## config.mk

```make
export PLATFORM = sky130hd
export DESIGN_NAME = interrupt_arbiter
export DESIGN_NICKNAME = d
export VERILOG_FILES = /design/src/rtl/interrupt_arbiter.sv
export SDC_FILE = /design/constraint.sdc
export NUM_CORES = 1
export LEC_CHECK = 0
export CAP_MARGIN = 20
export CORE_MARGIN = 3
export CORE_UTILIZATION = 55
export CTS_BUF_LIST = sky130_fd_sc_hd__clkbuf_16
export CTS_CLUSTER_DIAMETER = 50
export DETAILED_ROUTE_END_ITERATION = 8
export PLACE_DENSITY_LB_ADDON = 0.2
export SETUP_SLACK_MARGIN = 0.15
export SKIP_CTS_REPAIR_TIMING = 1
export SLEW_MARGIN = 25
export SYNTH_ARGS = -nofsm -noshare
export SYNTH_HDL_FRONTEND = slang
export SYNTH_SLANG_ARGS = --single-unit
```

## constraint.sdc

```tcl
create_clock -name clock -period 14.95 [get_ports clock]
set_input_delay 2.2425 -clock clock [delete_from_list [all_inputs] [get_ports clock]]
set_output_delay 2.2425 -clock clock [all_outputs]
set_load 0.03 [all_outputs]
```

## src/rtl/interrupt_arbiter.sv

```systemverilog
// interrupt_arbiter: clocked, parametrised 8259-style priority resolver.
// It latches IRQ lines into IRR using edge or level triggering and applies the mask.
// Priority is resolved under fully-nested rules with rotating priority.
// It also runs the INT/INTA handshake that moves the winning level into ISR.
module interrupt_arbiter #(
  parameter  int N_IRQ = 8,
  localparam int ID_W  = ($clog2(N_IRQ) < 1) ? 1 : $clog2(N_IRQ)
) (
  input  logic             clock,
  input  logic             reset,
  input  logic [N_IRQ-1:0] irq_in,
  input  logic             level_mode,
  input  logic [N_IRQ-1:0] interrupt_mask,
  input  logic             auto_rotate,
  input  logic             eoi_valid,
  input  logic             eoi_specific,
  input  logic [ID_W-1:0]  eoi_level,
  input  logic             set_priority_valid,
  input  logic [ID_W-1:0]  set_priority_level,
  input  logic             inta,
  output logic             int_req,
  output logic             ack_valid,
  output logic [ID_W-1:0]  ack_id,
  output logic             ack_spurious,
  output logic [N_IRQ-1:0] irr,
  output logic [N_IRQ-1:0] isr,
  output logic [ID_W-1:0]  lowest_priority
);

  // One-hot seed for building single-bit masks from a level index.
  localparam logic [N_IRQ-1:0] ONE_HOT_0 = {{(N_IRQ-1){1'b0}}, 1'b1};
  localparam logic [ID_W-1:0]  LAST_ID   = ID_W'(N_IRQ - 1);

  typedef enum logic [1:0] {
    ST_IDLE = 2'd0,
    ST_REQ  = 2'd1,
    ST_ACK  = 2'd2
  } state_t;

  // Result of a priority search: the winning level and its rank (0 = highest).
  typedef struct packed {
    logic            found;
    logic [ID_W-1:0] id;
    logic [ID_W-1:0] rank;
  } pick_t;

  // Walk the rotated priority order from lowest to highest.
  // The last set bit seen is therefore the highest-priority one.
  // The level one past 'lowest' has rank 0.
  function automatic pick_t pick_highest(input logic [N_IRQ-1:0] vec,
                                         input logic [ID_W-1:0]  lowest);
    pick_t p;
    int    lvl;
    p = '0;
    for (int k = N_IRQ - 1; k >= 0; k--) begin
      lvl = int'(lowest) + 1 + k;
      if (lvl >= N_IRQ) begin
        lvl = lvl - N_IRQ;
      end else begin
        lvl = lvl;
      end
      if (vec[lvl[ID_W-1:0]]) begin
        p.found = 1'b1;
        p.id    = ID_W'(lvl);
        p.rank  = ID_W'(k);
      end else begin
        p = p;
      end
    end
    return p;
  endfunction

  // State registers
  state_t           r_state;
  logic [N_IRQ-1:0] r_irr;
  logic [N_IRQ-1:0] r_isr;
  logic [N_IRQ-1:0] r_irq_prev;
  logic [ID_W-1:0]  r_lowest;
  logic             r_int_req;
  logic             r_ack_valid;
  logic [ID_W-1:0]  r_ack_id;
  logic             r_ack_spurious;

  // Combinational decisions
  state_t           w_state_next;
  pick_t            w_req_pick;
  pick_t            w_isr_pick;
  logic             w_cand_valid;
  logic             w_ack_take;
  logic             w_ack_spur;
  logic [ID_W-1:0]  w_ack_id_next;
  logic [N_IRQ-1:0] w_ack_mask;
  logic             w_eoi_hit;
  logic [ID_W-1:0]  w_eoi_id;
  logic [N_IRQ-1:0] w_eoi_clear;
  logic             w_setpri_ok;

  // Resolve the candidate and check it against the in-service nesting level.
  always_comb begin
    w_req_pick = pick_highest(r_irr & ~interrupt_mask, r_lowest);
    w_isr_pick = pick_highest(r_isr, r_lowest);
    if (w_req_pick.found && (!w_isr_pick.found || (w_req_pick.rank < w_isr_pick.rank))) begin
      w_cand_valid = 1'b1;
    end else begin
      w_cand_valid = 1'b0;
    end
  end

  // Decide which ISR bit an EOI command clears, based on the pre-edge ISR.
  always_comb begin
    w_eoi_hit   = 1'b0;
    w_eoi_id    = '0;
    w_eoi_clear = '0;
    if (eoi_valid) begin
      if (eoi_specific) begin
        if ((int'(eoi_level) < N_IRQ) && r_isr[eoi_level]) begin
          w_eoi_hit   = 1'b1;
          w_eoi_id    = eoi_level;
          w_eoi_clear = ONE_HOT_0 << eoi_level;
        end else begin
          w_eoi_hit = 1'b0;
        end
      end else begin
        if (w_isr_pick.found) begin
          w_eoi_hit   = 1'b1;
          w_eoi_id    = w_isr_pick.id;
          w_eoi_clear = ONE_HOT_0 << w_isr_pick.id;
        end else begin
          w_eoi_hit = 1'b0;
        end
      end
    end else begin
      w_eoi_hit = 1'b0;
    end
  end

  // Out-of-range rotation targets are dropped so that lowest_priority always names a real level.
  always_comb begin
    if (set_priority_valid && (int'(set_priority_level) < N_IRQ)) begin
      w_setpri_ok = 1'b1;
    end else begin
      w_setpri_ok = 1'b0;
    end
  end

  // Handshake FSM next-state logic and the acknowledge decision.
  always_comb begin
    w_state_next  = r_state;
    w_ack_take    = 1'b0;
    w_ack_spur    = 1'b0;
    w_ack_id_next = '0;
    w_ack_mask    = '0;
    case (r_state)
      ST_IDLE: begin
        if (inta) begin
          w_state_next = ST_ACK;
          w_ack_spur   = 1'b1;
        end else if (w_cand_valid) begin
          w_state_next = ST_REQ;
        end else begin
          w_state_next = ST_IDLE;
        end
      end
      ST_REQ: begin
        if (inta) begin
          w_state_next = ST_ACK;
          if (w_cand_valid) begin
            w_ack_take = 1'b1;
          end else begin
            w_ack_spur = 1'b1;
          end
        end else if (!w_cand_valid) begin
          w_state_next = ST_IDLE;
        end else begin
          w_state_next = ST_REQ;
        end
      end
      ST_ACK: begin
        w_state_next = ST_IDLE;
      end
      default: begin
        w_state_next = ST_IDLE;
      end
    endcase
    if (w_ack_take) begin
      w_ack_id_next = w_req_pick.id;
      w_ack_mask    = ONE_HOT_0 << w_req_pick.id;
    end else if (w_ack_spur) begin
      w_ack_id_next = LAST_ID;
    end else begin
      w_ack_id_next = '0;
    end
  end

  // Handshake state register plus registered handshake outputs.
  always_ff @(posedge clock or posedge reset) begin
    if (reset) begin
      r_state        <= ST_IDLE;
      r_int_req      <= 1'b0;
      r_ack_valid    <= 1'b0;
      r_ack_id       <= '0;
      r_ack_spurious <= 1'b0;
    end else begin
      r_state        <= w_state_next;
      r_int_req      <= (w_state_next == ST_REQ);
      r_ack_valid    <= (w_state_next == ST_ACK);
      r_ack_id       <= w_ack_id_next;
      r_ack_spurious <= w_ack_spur;
    end
  end

  // IRR capture: edge mode holds bits until acknowledged, level mode follows the pins.
  // In edge mode a new edge overrides the clear for the acknowledged level.
  always_ff @(posedge clock or posedge reset) begin
    if (reset) begin
      r_irq_prev <= '0;
      r_irr      <= '0;
    end else begin
      r_irq_prev <= irq_in;
      if (level_mode) begin
        r_irr <= irq_in;
      end else begin
        r_irr <= (r_irr & ~w_ack_mask) | (irq_in & ~r_irq_prev);
      end
    end
  end

  // ISR update: the EOI clear is applied first, so a same-cycle acknowledge set wins.
  always_ff @(posedge clock or posedge reset) begin
    if (reset) begin
      r_isr <= '0;
    end else begin
      r_isr <= (r_isr & ~w_eoi_clear) | w_ack_mask;
    end
  end

  // Priority rotation: an explicit set-priority takes precedence over auto-rotate on EOI.
  always_ff @(posedge clock or posedge reset) begin
    if (reset) begin
      r_lowest <= LAST_ID;
    end else if (w_setpri_ok) begin
      r_lowest <= set_priority_level;
    end else if (auto_rotate && w_eoi_hit) begin
      r_lowest <= w_eoi_id;
    end else begin
      r_lowest <= r_lowest;
    end
  end

  assign int_req         = r_int_req;
  assign ack_valid       = r_ack_valid;
  assign ack_id          = r_ack_id;
  assign ack_spurious    = r_ack_spurious;
  assign irr             = r_irr;
  assign isr             = r_isr;
  assign lowest_priority = r_lowest;

endmodule
```

==> summary.txt <==
Timing
  – Crit path time final: 6450 ps
  – Final hold violation count: 0
  – Unrepaired setup endpoints after global routing: false
  – Final setup vio count: 0
  – Fin Setup TNS: 0 ps
  – Final Max Slew Viols: 0
  – FMAX: 0.155 GHz
  – Rel. slew slack: 48.1%
  – Final worst-path cycle share: 43.2%
  – Tightest Pin Transition: 767 ps
  – Clock Skews: 3.94 ps

Power and ir drop
  – Leakage Power: 1.77 nW
  – Power Dens Cells: 192 nW/um2
  – Worst VDD drop: 0.121 mV

Place
  – Placer Congestion: 0.966
  – Placed Cells: 529
  – DP HPWL: 7570 um
  – Port bufs: 54

Clock network
  – CTS Buffer Depth: 2
  – Worst-skew pair later-pin latency: 280 ps
  – Clk root buf: clkbuf_16
  – TritonCTS Buffers: 5
  – Reg clk slew, reported paths: 50 ps
  – Clock Sinks: 35
  – CTS tree: yes
  – Htree depth: 2

Yosys
  – Yosys warnings: 0
  – Mapped Nets: 453
  – Mapped Area: 3680 um2
  – Gate count of the mapped netlist: 419
  – Async S/R FF share, synth: 100%
  – Mean area per synthesized cell: 8.79 um2
  – Yosys reg bits: 35
  – Sequential area share after synthesis: 23.9%
  – Most used DFF post-synth: dfrtp_1
  – Synth cell types: 75
  – Number of synthesized flops with an enable pin: 0

Floorplan
  – Core area: 6420 um2
  – Io pins: 55
  – Cell Rows: 29
  – Die H: 87.8 um
  – Initial core utilization: 57.3%
  – Die area: 7710 um2
  – Die span in x: 87.8 um

Cells and area
  – Most frequent cells in the layout: clkdlybuf4s50_1 (54), nand2_1 (39), o21ai_0 (38)
  – Storage element area: 880 um2
  – Share of layout cells above drive strength 1: 12.4%
  – Final Non-Filler Cells: 537
  – Area growth, synth to finish: 18.7%
  – Fillers: 496
  – Multi-input logic area: 2620 um2
  – Nets@finish: 493
  – N_diodes: 0
  – Most common cell after layout, fill and taps aside: clkdlybuf4s50_1

Detailed routing
  – DRT Wirelength: 10,300 um
  – Via count: 3,672
  – Pre-Repair DR Iteration Count: 6
  – Wire per inst: 19.1 um
  – Residual DRC: 0
  – Final ANT Viol Nets: 0
  – DRT iter0 DRCs: 401
  – Vias/cell: 6.84

Worst setup path
  – Top delay family on crit path: simple AND/OR/NAND/NOR gates
  – Worst Setup Start Kind: input pin
  – Slowest stage delay, CP: 600 ps
  – Slowest-stage cell, CP: mux4_1
  – Crit Path Max Fanout: 8
  – WP buf/inv: 1
  – Crit path DAT: 6620 ps
  – Worst Path Required: 15,120 ps
  – Sequence of cells on the critical path: clkdlybuf4s50_1 > and3b_1 > or2_2 > mux4_1 > nand2b_1 > nor3_1 > nor2b_1 > ha_1 > a21o_1 > a22o_1 > or4_4 > or4b_1 > a32o_1
  – Crit path kind: in2reg
  – CP endpoint kind: flip-flop

Flow run
  – Max-cap violations: 0

Global routing
  – Vias in the first global route: 3,252
  – All-layer global routing usage: 27.0%
  – Largest net degree at the start of global routing: 41
  – Initial antenna violation count: 0
  – Overflow after GRT: 0
  – First-pass GRT wire length: 16,300 um

Hold path
  – Min-Delay Path Class: reg2reg

Status
  – Status: complete, no violations
cell type report:
cell class / instances / area share, %
clock buffer: 5 / 2.86
multi-input combinational: 341 / 59.9
tap: 77 / 2.21
inverter: 18 / 1.55
sequential: 35 / 20.1
timing repair buffer: 58 / 13.1
clock inverter: 3 / 0.258
state kept, by name, indices dropped and copies added (netlist names):
signal	flops
ack_id	3
lowest_priority	3
ack_valid	1
int_req	1
r_state	2
isr	8
r_irq_prev	8
ack_spurious	1
irr	8
synth_stat cells, types with 3 or more instances:
| cell type | count | area, um2 |
|---|---|---|
| inv_1 | 16 | 60.1 |
| o21bai_1 | 3 | 22.5 |
| nor2_1 | 28 | 105 |
| nor4_1 | 5 | 31.3 |
| nand2_1 | 39 | 146 |
| nor3_1 | 9 | 45.0 |
| a32o_1 | 4 | 40.0 |
| a21oi_1 | 17 | 85.1 |
| nand2b_1 | 16 | 100 |
| a2111oi_0 | 3 | 26.3 |
| o311ai_0 | 3 | 26.3 |
| o21ai_0 | 38 | 190 |
| a22o_1 | 4 | 35.0 |
| dfrtp_1 | 32 | 801 |
| buf_2 | 5 | 25.0 |
| nand3b_1 | 4 | 30.0 |
| a221oi_1 | 3 | 26.3 |
| a211oi_1 | 6 | 45.0 |
| nor2b_1 | 12 | 75.1 |
| or2_2 | 5 | 31.3 |
| mux2i_1 | 22 | 220 |
| o211ai_1 | 8 | 60.1 |
| nand3_1 | 10 | 50.1 |
| o31ai_1 | 5 | 37.5 |
| ha_1 | 4 | 50.1 |
| mux2_2 | 9 | 101 |
| mux4_2 | 17 | 383 |
| clkbuf_1 | 14 | 52.6 |
| a22oi_1 | 4 | 30.0 |
| a21o_1 | 4 | 30.0 |
| dfstp_2 | 3 | 78.8 |
kinds of logic after synthesis:
kind of cell	Yosys count	synth area share (%)
flops	35	23.9
xor+xnor	5	2.52
simple gates	150	21.8
buf+inv	43	5.17
fa+ha+maj	4	1.36
mux	50	20.6
compound gates	132	24.7
per-layer routing:
metal / GRT usage (%) / vias to the layer above / wire length (um)
li1: - / 1684 / -
met5: 0 / - / 0
met2: 42.6 / 169 / 4950
met3: 2.45 / 15 / 628
met1: 39.6 / 1804 / 4530
met4: 7.81 / 0 / 162
power by group:
group / switching [mW] / total, mW / leakage [nW] / internal (mW)
combinational: 0.359 / 0.605 / 1.28 / 0.246
sequential: 0.0269 / 0.139 / 0.423 / 0.112
clock: 0.0348 / 0.0945 / 0.0701 / 0.0597
final timing paths:
path,start,end,depth (start not counted),slack [ps]
max,interrupt_mask[2],irr[0],13,8500
min,r_state[1],r_state[0],1,470
max reg2reg,lowest_priority[0],irr[0],13,9310
min reg2reg,r_state[1],r_state[0],1,470
max in group asynchronous,reset,lowest_priority[0],3,12260
min in group asynchronous,reset,ack_id[0],3,2360
per-stage QoR:
step	power [mW]	instance area [um2]	util [%]	setup slack, ps	hold WS [ps]
after global routing	0.897	4370	68.0	8320	505
final	0.839	4370	68.0	8500	473
after global placement	0.713	4230	65.8	8360	440
after floorplan	0.583	3680	-	8930	424
after CTS	0.825	4360	67.9	8550	468
after detailed placement	0.728	4230	65.8	8260	448
worst reg2reg max path, stage by stage (launching register included):
cell and delay, ps:
dfstp_2 530, buf_4 420, ha_1 660, xor3_1 710
mux2i_1 550, nand2b_1 150, nor3_1 290, nor2b_1 190
ha_1 270, a21o_1 210, a22o_1 260, or4_4 520
or4b_1 510, a32o_1 270
Power figures use the tool's default switching activity.
